File: src/rtl/ita_requant_out_fifo.sv
// Output buffer behind the requantizer: stores whole N-lane vectors and sends each one
// as N/OUT_LANES beats on a valid/ready stream. Raises stall_o early so in-flight results still fit.
module ita_requant_out_fifo #(
  parameter int N            = 16,
  parameter int WI           = 8,
  parameter int OUT_LANES    = 4,
  parameter int DEPTH        = 4,
  parameter int STALL_MARGIN = 2
) (
  input  logic                     clk_i,
  input  logic                     rst_i,
  input  logic                     valid_i,
  input  logic [N*WI-1:0]          data_i,
  output logic                     stall_o,
  output logic                     valid_o,
  input  logic                     ready_i,
  output logic [OUT_LANES*WI-1:0]  data_o,
  output logic                     last_o,
  output logic [$clog2(DEPTH):0]   count_o,
  output logic                     overflow_o
);

  localparam int BEATS = N / OUT_LANES;
  localparam int PW    = $clog2(DEPTH);
  localparam int CW    = PW + 1;
  localparam int BW    = (BEATS > 1) ? $clog2(BEATS) : 1;
  localparam int SW    = OUT_LANES * WI;

  localparam logic [CW-1:0] FULL_LVL  = CW'(DEPTH);
  localparam logic [CW-1:0] STALL_LVL = CW'(DEPTH - STALL_MARGIN);
  localparam logic [BW-1:0] LAST_BEAT = BW'(BEATS - 1);

  logic [N*WI-1:0] r_mem [DEPTH];
  logic [PW-1:0]   r_wr_ptr;
  logic [PW-1:0]   r_rd_ptr;
  logic [CW-1:0]   r_count;
  logic [BW-1:0]   r_beat;
  logic            r_overflow;

  logic            w_valid;
  logic            w_xfer;
  logic            w_pop_last;
  logic            w_space;
  logic            w_push;
  logic            w_drop;
  logic [N*WI-1:0] w_head;
  logic [SW-1:0]   w_beat_data;
  logic [CW-1:0]   w_count_nxt;
  logic [BW-1:0]   w_beat_nxt;
  logic [PW-1:0]   w_wr_ptr_nxt;
  logic [PW-1:0]   w_rd_ptr_nxt;

  assign w_valid    = (r_count != '0);
  assign w_xfer     = w_valid && ready_i;
  assign w_pop_last = w_xfer && (r_beat == LAST_BEAT);
  // A full buffer still accepts a vector when the head entry leaves on the same edge.
  assign w_space    = (r_count < FULL_LVL) || w_pop_last;
  assign w_push     = valid_i && w_space;
  assign w_drop     = valid_i && !w_space;
  assign w_head     = r_mem[r_rd_ptr];

  // Next-state computation for pointers, occupancy and beat position
  always_comb begin
    w_count_nxt  = r_count;
    w_beat_nxt   = r_beat;
    w_wr_ptr_nxt = r_wr_ptr;
    w_rd_ptr_nxt = r_rd_ptr;

    case ({w_push, w_pop_last})
      2'b10:   w_count_nxt = r_count + CW'(1);
      2'b01:   w_count_nxt = r_count - CW'(1);
      default: w_count_nxt = r_count;
    endcase

    if (w_push) begin
      w_wr_ptr_nxt = r_wr_ptr + PW'(1);
    end else begin
      w_wr_ptr_nxt = r_wr_ptr;
    end

    if (w_pop_last) begin
      w_beat_nxt   = '0;
      w_rd_ptr_nxt = r_rd_ptr + PW'(1);
    end else if (w_xfer) begin
      w_beat_nxt   = r_beat + BW'(1);
      w_rd_ptr_nxt = r_rd_ptr;
    end else begin
      w_beat_nxt   = r_beat;
      w_rd_ptr_nxt = r_rd_ptr;
    end
  end

  // Control state registers
  always_ff @(posedge clk_i) begin
    if (rst_i) begin
      r_wr_ptr   <= '0;
      r_rd_ptr   <= '0;
      r_count    <= '0;
      r_beat     <= '0;
      r_overflow <= 1'b0;
    end else begin
      r_wr_ptr   <= w_wr_ptr_nxt;
      r_rd_ptr   <= w_rd_ptr_nxt;
      r_count    <= w_count_nxt;
      r_beat     <= w_beat_nxt;
      r_overflow <= r_overflow || w_drop;
    end
  end

  // Vector storage; contents are only meaningful below the occupancy count
  always_ff @(posedge clk_i) begin
    if (w_push && !rst_i) begin
      r_mem[r_wr_ptr] <= data_i;
    end else begin
      r_mem[r_wr_ptr] <= r_mem[r_wr_ptr];
    end
  end

  // Beat selection from the head entry as an AND-OR mux
  always_comb begin
    w_beat_data = '0;
    for (int b = 0; b < BEATS; b++) begin
      w_beat_data = w_beat_data |
                    ((r_beat == BW'(b)) ? w_head[b*SW +: SW] : {SW{1'b0}});
    end
  end

  assign valid_o    = w_valid;
  assign data_o     = w_valid ? w_beat_data : '0;
  assign last_o     = w_valid && (r_beat == LAST_BEAT);
  assign count_o    = r_count;
  assign stall_o    = (r_count >= STALL_LVL);
  assign overflow_o = r_overflow;

endmodule

File: config.mk
export PLATFORM = sky130hd
export DESIGN_NAME = ita_requant_out_fifo
export DESIGN_NICKNAME = d
export VERILOG_FILES = /design/src/rtl/ita_requant_out_fifo.sv
export SDC_FILE = /design/constraint.sdc
export NUM_CORES = 1
export LEC_CHECK = 0
export ABC_AREA = 1
export BUFFER_PORTS_ARGS = -buffer_cell sky130_fd_sc_hd__clkbuf_2
export CAP_MARGIN = 25
export CORE_MARGIN = 4
export CORE_UTILIZATION = 35
export CTS_BUF_LIST = sky130_fd_sc_hd__clkbuf_4
export CTS_CLUSTER_DIAMETER = 200
export DETAILED_ROUTE_END_ITERATION = 8
export PLACE_DENSITY = 0.5
export SLEW_MARGIN = 20
export SYNTH_ARGS = -nofsm -noshare
export SYNTH_HDL_FRONTEND = slang
export SYNTH_SLANG_ARGS = --single-unit
File: constraint.sdc
create_clock -name clk_i -period 7.5 [get_ports clk_i]
set_input_delay 1.125 -clock clk_i [delete_from_list [all_inputs] [get_ports clk_i]]
set_output_delay 1.125 -clock clk_i [all_outputs]
set_load 0.005 [all_outputs]
After elaboration in Yosys (flattened, before gate mapping)
Memories as Yosys holds them, arrays and structs flattened. A register that Yosys moved wholly into a read port is not among the register bits.
Cells that the tools add are included.
{"block": "totals", "ram_bits": 512, "regBits": 10, "output_inout_bits": 39, "memories": 1}
{"block": "classes", "n_addsub": 5, "n_reduce_logical": 15, "muxes": 12, "eq_ne": 6, "bitwise": 4, "n_lt_le_gt_ge": 2}
{"memory": "r_mem", "words": 4, "width": 128, "rd": 1, "rd_ports_with_merged_regs": 1, "write_ports": 1, "line_no": "33", "source": "logic [N*WI-1:0] r_mem [DEPTH];"}
{"op": "32-bit two-way mux", "count": 5}
{"op": "128-bit two-way mux", "count": 1}
{"op": "32-bit OR", "count": 3}
{"op": "2-bit by 1-bit adder with 2-bit output (second input constant)", "count": 3}
{"op": "2-bit == test (second input constant)", "count": 3}
{"op": "1-bit logical AND", "count": 6}
{"op": "3-bit one-hot mux with 2 select lines", "count": 1}
{"op": "2-bit by 1-bit == test with 1-bit output (second input constant)", "count": 2}
{"op": "2-bit two-way mux", "count": 2}
{"op": "3-bit by 1-bit adder with 3-bit output (second input constant)", "count": 1}
{"op": "3-bit by 2-bit >= comparator with 1-bit output (second input constant)", "count": 1}
{"op": "3-bit less-than comparator (second input constant)", "count": 1}
{"op": "1-bit two-way mux", "count": 3}
{"op": "3-bit nonzero test", "count": 1}
{"op": "3-bit by 1-bit subtractor with 3-bit output (second input constant)", "count": 1}
{"op": "1-bit logical NOT", "count": 2}
{"op": "2-bit logical NOT", "count": 1}
{"op": "1-bit logical OR", "count": 2}
{"op": "2-bit AND reduction", "count": 1}
{"op": "2-bit nonzero test", "count": 1}
{"op": "2-bit OR reduction", "count": 1}
{"op": "0-bit != test", "count": 1}
{"op": "1-bit OR", "count": 1}

Logic depth before layout (Yosys ltp)
Gate-level depths: netlist of the first run.
{"block": "depth", "word_depth": 9, "mapped_depth": 11}

Worst setup path after synthesis of the first run
No wires, ideal clock.
{"block": "synth_path", "path_kind": "in2reg", "start": "input port ready_i", "end": "memory r_mem[0][0] in the netlist's numbering (enable)", "n_path_buf": 0, "setup_time_ns": 0.617, "arrival_ns": 6.818, "setup_slack_ns": 0.066, "cell_stages": 4, "cell_sequence": "a21oi_1 nor2_1 nand2_1 nor2_1"}
{"block": "synth_via", "elab_chain_len": 8}
{"element": "start: declaration", "line_no": "16", "source": "input logic ready_i,"}
{"element": "1-bit logical AND (*)", "line_no": "54", "source": "assign w_xfer = w_valid && ready_i;"}
{"element": "1-bit logical AND (*)", "line_no": "55", "source": "assign w_pop_last = w_xfer && (r_beat == LAST_BEAT);"}
{"element": "1-bit logical OR (*)", "line_no": "57", "source": "assign w_space = (r_count < FULL_LVL) || w_pop_last;"}
{"element": "1-bit logical AND (*)", "line_no": "58", "source": "assign w_push = valid_i && w_space;"}
{"element": "1-bit logical AND (*)", "line_no": "112", "source": "if (w_push && !rst_i) begin"}
{"element": "1-bit two-way mux (on tied branches)", "line_no": "112, 115"}
{"element": "1-bit two-way mux (not written as such) or 2-bit AND reduction (tied branches)"}
{"element": "1-bit OR (no line) (*)"}
{"element": "end: declaration", "line_no": "33"}
Every way passes the cells marked *; elsewhere a longest branch is shown, timed or not.

==> results of run 1 <==
final timing paths:
check	end
max reg2reg	r_mem[0][96]
min reg2reg	r_rd_ptr[1]
max	data_o[7]
min	r_mem[3][99]
layout make-up:
cell class / instances / area share (%)
flip-flops and latches: 524 / 58.6
multi-input cells: 1203 / 18.7
inverters: 531 / 7.52
clock buffers: 216 / 6.09
well taps: 864 / 4.06
repair buffers: 187 / 3.91
clock inverters: 28 / 0.902
diodes: 17 / 0.160
registers in the layout (all words and copies together) (netlist names), named ones only:
| signal | count |
|---|---|
| r_mem | 512 |
| count_o | 3 |
| r_beat | 2 |
| r_rd_ptr | 2 |
| r_wr_ptr | 2 |
| overflow_o | 1 |
logic make-up after synthesis:
kind of cell / count (synthesis)
buf+inv: 632
compound gates: 19
simple gates: 1173
flops: 524
xor+xnor: 1
fa+ha+maj: 10
critical path: cells and delay by family (launching register included):
family | cells | cell delay [ns]
AND/OR/NAND/NOR | 7 | 0.91
flip-flops | 1 | 0.65
buffers and inverters | 3 | 1.51
synth_stat cells (7+ instances only):
| library cell | number | area, µm² |
|---|---|---|
| nand2_1 | 842 | 3160 |
| nor2_1 | 74 | 278 |
| buf_2 | 49 | 245 |
| buf_4 | 9 | 67.6 |
| buf_6 | 26 | 293 |
| edfxtp_1 | 512 | 15400 |
| inv_1 | 530 | 1990 |
| clkbuf_1 | 16 | 60.1 |
| ha_1 | 9 | 113 |
| nand3_1 | 257 | 1290 |
| a21oi_1 | 12 | 60.1 |
| dfxtp_1 | 12 | 240 |
| o21ai_0 | 7 | 35.0 |
stage by stage:
| stage | instance area (µm²) | util (%) | std cells | power [mW] | worst slack [ns] |
|---|---|---|---|---|---|
| 2_1_floorplan | 23200 | - | 2359 | 3.56 | 0.0656 |
| 3_3_place_gp | 24700 | 37.6 | 3309 | 3.74 | 3.26 |
| 3_5_place_dp | 24700 | 37.6 | 3309 | 3.74 | 3.24 |
| 4_1_cts | 26600 | 40.5 | 3553 | 6.40 | 2.18 |
| 5_1_grt | 26600 | 40.5 | 3564 | 6.59 | 1.93 |
| 6_report | 26600 | 40.5 | 3570 | 6.29 | 2.29 |
layer usage:
| layer | track usage, % | vias up | share of wire, % |
|---|---|---|---|
| met5 | 0 | - | 0.12 |
| met2 | 28.7 | 457 | 46 |
| met1 | 24.4 | 7521 | 44 |
| li1 | - | 7891 | - |
| met3 | 5.04 | 138 | 6.3 |
| met4 | 8.37 | 12 | 3.2 |
power groups by stage:
stage,registers [mW],clock network (mW),logic [mW]
after floorplan,3.39,0,0.170
after global placement,3.37,0,0.361
after detailed placement,3.38,0,0.366
after CTS,3.31,2.72,0.367
after global routing,3.32,2.87,0.402
final,3.31,2.62,0.360
==> results.sh, run 1 <==
export IMPL_via_per_inst=4.49
export IMPL_path_clk_slew_ns=0.06
export IMPL_ys_ff_latch=524
export IMPL_vias=16000
export IMPL_rr_worst_depth=7
export IMPL_syn_inst=2359
export IMPL_place_congestion=0.768
export IMPL_cts_buffers=144
export IMPL_ys_warnings_count=0
export IMPL_setup_viol=0
export IMPL_grt_max_degree=156
export IMPL_grt_pass1_wl_um=96900
export IMPL_layout_worst_path_cycle_share_pct=69.5
export IMPL_fillers=6537
export IMPL_synthFlopType="edfxtp_1"
export IMPL_grt_pass1_vias=15500
export IMPL_worstHoldPathCells=1
export IMPL_cp_arrival_ns=4.09
export IMPL_min_period_ns=5.21
export IMPL_fmax_ghz=0.192
export IMPL_tns_ns=0
export IMPL_power_leakage_nw=12.3
export IMPL_final_hold_viol_count=0
export IMPL_switching_power_mw=1.45
export IMPL_cts_sinks=524
export IMPL_cts_root_buf="clkbuf_4"
export IMPL_cts_hold_repair_buffers=0
export IMPL_drtIter0Drc=1260
export IMPL_htreeDepth=4
export IMPL_p_clk_share_pct=41.6
export IMPL_drt_total_wl_um=65500
export IMPL_hold_start="data_i[99]"
export IMPL_maxCapViolations=0
export IMPL_ios=171
export IMPL_drc=0
export IMPL_synth_area_per_cell_um2=9.85
export IMPL_die_x_um=266
export IMPL_intPower_mw=4.85
export IMPL_drive_gt1_share_pct=15.8
export IMPL_ff2ff_setup_slack_ns=4.44
export IMPL_synth_mux_area_share_pct=0
export IMPL_dr_pass1_iters=5
export IMPL_worstReg2RegStart="r_beat[1]"
export IMPL_syn2layout_area_growth_pct=14.6
export IMPL_seqCellArea_um2=15600
export IMPL_hold_slack_ns=0.380
export IMPL_core_area_um2=65700
export IMPL_synth_xor_area_share_pct=0.0377
export IMPL_io_buffers=170
export IMPL_comb_power_share_pct=5.7
export IMPL_synth_adder_area_share_pct=0.571
export IMPL_start_util_pct=35.3
export IMPL_die_h_um=266
export IMPL_synth_area_um2=23200
export IMPL_vdd_drop_max_uv=126
export IMPL_worst_setup_path_type="reg2out"
export IMPL_start_kind="flip-flop"
export IMPL_track_usage_pct=18.5
export IMPL_power_density_nw_per_um2=236
export IMPL_required_ns=6.38
export IMPL_skew_ns=0.0489
export IMPL_yosysSeqAreaShare_pct=67.2
export IMPL_p_seq_share_pct=52.6
export IMPL_post_drt_wl_per_cell_um=18.4
export IMPL_cts_resized=0
export IMPL_syn_num_nets=2501
export IMPL_multi_input_area_um2=4990
export IMPL_synth_top_family_by_area="simple AND/OR/NAND/NOR gates"
export IMPL_final_cell_mix="842 x nand2_1, 529 x inv_1, 512 x edfxtp_1, 257 x nand3_1, 216 x clkbuf_4"
export IMPL_dieArea_um2=70600
export IMPL_layout_commonest_cell="nand2_1"
export IMPL_cts_buffer_depth=3
export IMPL_status="completed"
export IMPL_drv_slew=0
export IMPL_cp_max_fo=88
export IMPL_slew_headroom_pct=30.5
export IMPL_worstPathCellList="buf_4 > buf_4 > nand2_1 > nand3_1 > nand2_1 > nand2_1 > nand2_1 > nor2_1 > nor2_1 > clkbuf_2"
export IMPL_clock_latency_ns=0.97
export IMPL_rsz0062_at_grt="false"
export IMPL_synth_cell_type_count=17
export IMPL_cp_slowest_cell="buf_4"
export IMPL_synth_compound_area_share_pct=0.409
export IMPL_num_rows=94
export IMPL_ant_nets=0
export IMPL_hpwl_um=39600
export IMPL_synth_edf_count=512
export IMPL_timing_critical_path_mode_cell="nand2_1"
export IMPL_swShare_pct=23.0
export IMPL_async_reset_ff_share_pct=0
export IMPL_nets=2733
export IMPL_tightest_slew_ns=1.04
export IMPL_worstSetupEndpointType="output pin"
export IMPL_antenna_found_initial=33
export IMPL_grt_overflow_total=0
export IMPL_critPathMaxStageDelay_ns=0.86
export IMPL_cts_tree="yes"
export IMPL_hp_class="in2reg"
export IMPL_postCtsSetupRepairBufs=0
export IMPL_yosys_area_share_simple_pct=20.3
No activity file was read; power rests on OpenSTA's default activity.
==> inputs of run 2 (changes only) <==
- PLACE_DENSITY: 0.5 -> 0.48
- clock period: 7.5 -> 4.8 ns (I/O delays scaled with it)
==> run 2 against run 1 <==
Compared with the run above: design area grew 5.6%; power is 57% higher; sequential share of layout area shrank 3.1 points; critical endpoint is now data_o[15]; first-iteration DRC count fell by 25%; worst hold slack got worse by 0.16 ns; wire length grew 1.5%; global-route usage rose by 0.39 points; largest power group unchanged; final cell count up 4.3%.
==> results.sh, run 2 (synthesis results as in run 1) <==
export IMPL_layout_worst_path_cycle_share_pct=84.7
export IMPL_drtIter0Drc=939
export IMPL_drc=0
export IMPL_hold_slack_ns=0.218
export IMPL_critPathMaxStageDelay_ns=0.55
export IMPL_ff2ff_setup_slack_ns=1.93
export IMPL_worstPathCellList="inv_4 > buf_4 > nand3_1 > nand2_1 > nand2_1 > nand2_1 > nor2_1 > nor2_1 > clkbuf_2"
export IMPL_grt_pass1_vias=16000
export IMPL_largest_reg_flops=512
export IMPL_vias=16500
export IMPL_regMostFlops="r_mem"
export IMPL_timing_critical_path_mode_cell="nand2_1"
export IMPL_power_leakage_nw=13.0
export IMPL_place_congestion=0.762
export IMPL_final_hold_viol_count=0
export IMPL_clock_latency_ns=0.95
export IMPL_setup_viol=0
export IMPL_fin_ws_ns=0.736
export IMPL_drv_slew=0
export IMPL_cp_arrival_ns=3.34
export IMPL_hold_start="valid_i"
export IMPL_vdd_drop_max_uv=159
export IMPL_dieArea_um2=70600
export IMPL_syn2layout_area_growth_pct=21.1
export IMPL_post_drt_wl_per_cell_um=17.9
export IMPL_cts_tree="yes"
export IMPL_ios=171
export IMPL_ant_nets=0
export IMPL_cts_sinks=524
export IMPL_critical_path_top_delay_family="buffers and inverters"
export IMPL_drive_gt1_share_pct=15.7
export IMPL_preCtsSetupSlack_ns=1.65
export IMPL_skew_ns=0.0371
export IMPL_htreeDepth=4
export IMPL_num_rows=94
export IMPL_power_density_nw_per_um2=352
export IMPL_die_h_um=266
export IMPL_nets=2881
export IMPL_cts_resized=0
export IMPL_postCtsSetupRepairBufs=0
export IMPL_drt_total_wl_um=66500
export IMPL_fmax_ghz=0.246
export IMPL_worst_setup_path_type="reg2out"
export IMPL_start_util_pct=35.3
export IMPL_maxCapViolations=0
export IMPL_cp_slowest_cell="inv_4"
export IMPL_rr_worst_depth=6
export IMPL_layout_commonest_cell="nand2_1"
export IMPL_via_per_inst=4.42
export IMPL_path_clk_slew_ns=0.06
export IMPL_io_buffers=170
export IMPL_fin_total_pwr_mw=9.90
export IMPL_hp_class="in2reg"
export IMPL_cts_root_buf="clkbuf_4"
export IMPL_dr_pass1_iters=5
export IMPL_final_cell_mix="842 x nand2_1, 529 x inv_1, 512 x edfxtp_1, 257 x nand3_1, 222 x clkbuf_4"
export IMPL_status="completed"
export IMPL_cts_buffer_depth=3
export IMPL_hold_path_end="r_wr_ptr[0]"
export IMPL_core_area_um2=65700
export IMPL_tns_ns=0
export IMPL_min_period_ns=4.06
export IMPL_antenna_found_initial=12
export IMPL_die_x_um=266
export IMPL_grt_overflow_total=0
export IMPL_path_buf_inv=3
export IMPL_fillers=6392
export IMPL_tightest_slew_ns=1.03
export IMPL_grt_pass1_wl_um=99700
export IMPL_worstReg2RegStart="r_beat[0]"
export IMPL_cts_buffers=147
export IMPL_start_kind="flip-flop"
export IMPL_hpwl_um=41000
export IMPL_r2r_end="r_mem[1][4]"
export IMPL_rsz0062_at_grt="false"
export IMPL_required_ns=4.08
export IMPL_cp_max_fo=44
export IMPL_worstHoldPathCells=4
export IMPL_slew_headroom_pct=31.2
export IMPL_cts_hold_repair_buffers=130
export IMPL_grt_max_degree=139
export IMPL_track_usage_pct=18.9
export IMPL_worstSetupEndpointType="output pin"
run 2: changes by cell type in the layout (fill, tap and decap cells not counted), sizes merged:
cell / before / now
buf: 17 / 32
bufinv: 4 / 1
clkbuf: 386 / 392
clkinv: 16 / 32
clkinvlp: 5 / 3
diode: 17 / 8
dlygate4sd3: 0 / 130
inv: 534 / 536
run 2: routing by layer:
metal	GRT usage, %	part of all wire [%]
met1	25.6	45
met2	29.3	46
met3	4.54	5.9
met4	7.84	3.3
met5	0	0.032
run 2: tightest hold or removal path: stages:
cell and delay (ns):
clkbuf_2 0.09, inv_1 0.04, nor2_1 0.08, a21oi_1 0.16
run 2: worst max path at each step:
stage          startpoint           to  slack, ns  depth (start not counted)
2_1_floorplan   r_beat[0]  r_mem[0][0]      -0.12                          6
3_5_place_dp      ready_i  r_mem[1][4]       1.65                          6
4_1_cts         flip-flop   data_o[18]       0.58                         11
3_3_place_gp    r_beat[0]   data_o[15]       1.65                          8
5_1_grt         flip-flop   data_o[18]       0.45                         11
6_report        flip-flop   data_o[15]       0.74                          9
run 2: report_power, final:
group          internal, mW  total (mW)  switching [mW]
Sequential             5.15        5.18          0.0280
Combinational         0.249       0.701           0.453
Clock                  2.16        4.03            1.87
Total                  7.56        9.90            2.35
run 2: layout make-up:
class,instances,area (µm²),area share [%]
Sequential cell,524,15600,55.5
Multi-Input combinational cell,1203,5000,17.8
Timing Repair Buffer,332,2560,9.09
Inverter,531,2000,7.12
Clock buffer,222,1670,5.92
Tap cell,864,1080,3.84
Clock inverter,41,196,0.698
Antenna cell,8,20.0,0.0711
run 2: per-stage QoR:
step / instance area (µm²) / instances / util (%)
3_3_place_gp: 24900 / 3322 / 37.9
3_5_place_dp: 25000 / 3324 / 38.0
5_1_grt: 28100 / 3720 / 42.8
6_report: 28100 / 3725 / 42.8
2_1_floorplan: 23300 / 2359 / -
4_1_cts: 28100 / 3717 / 42.8
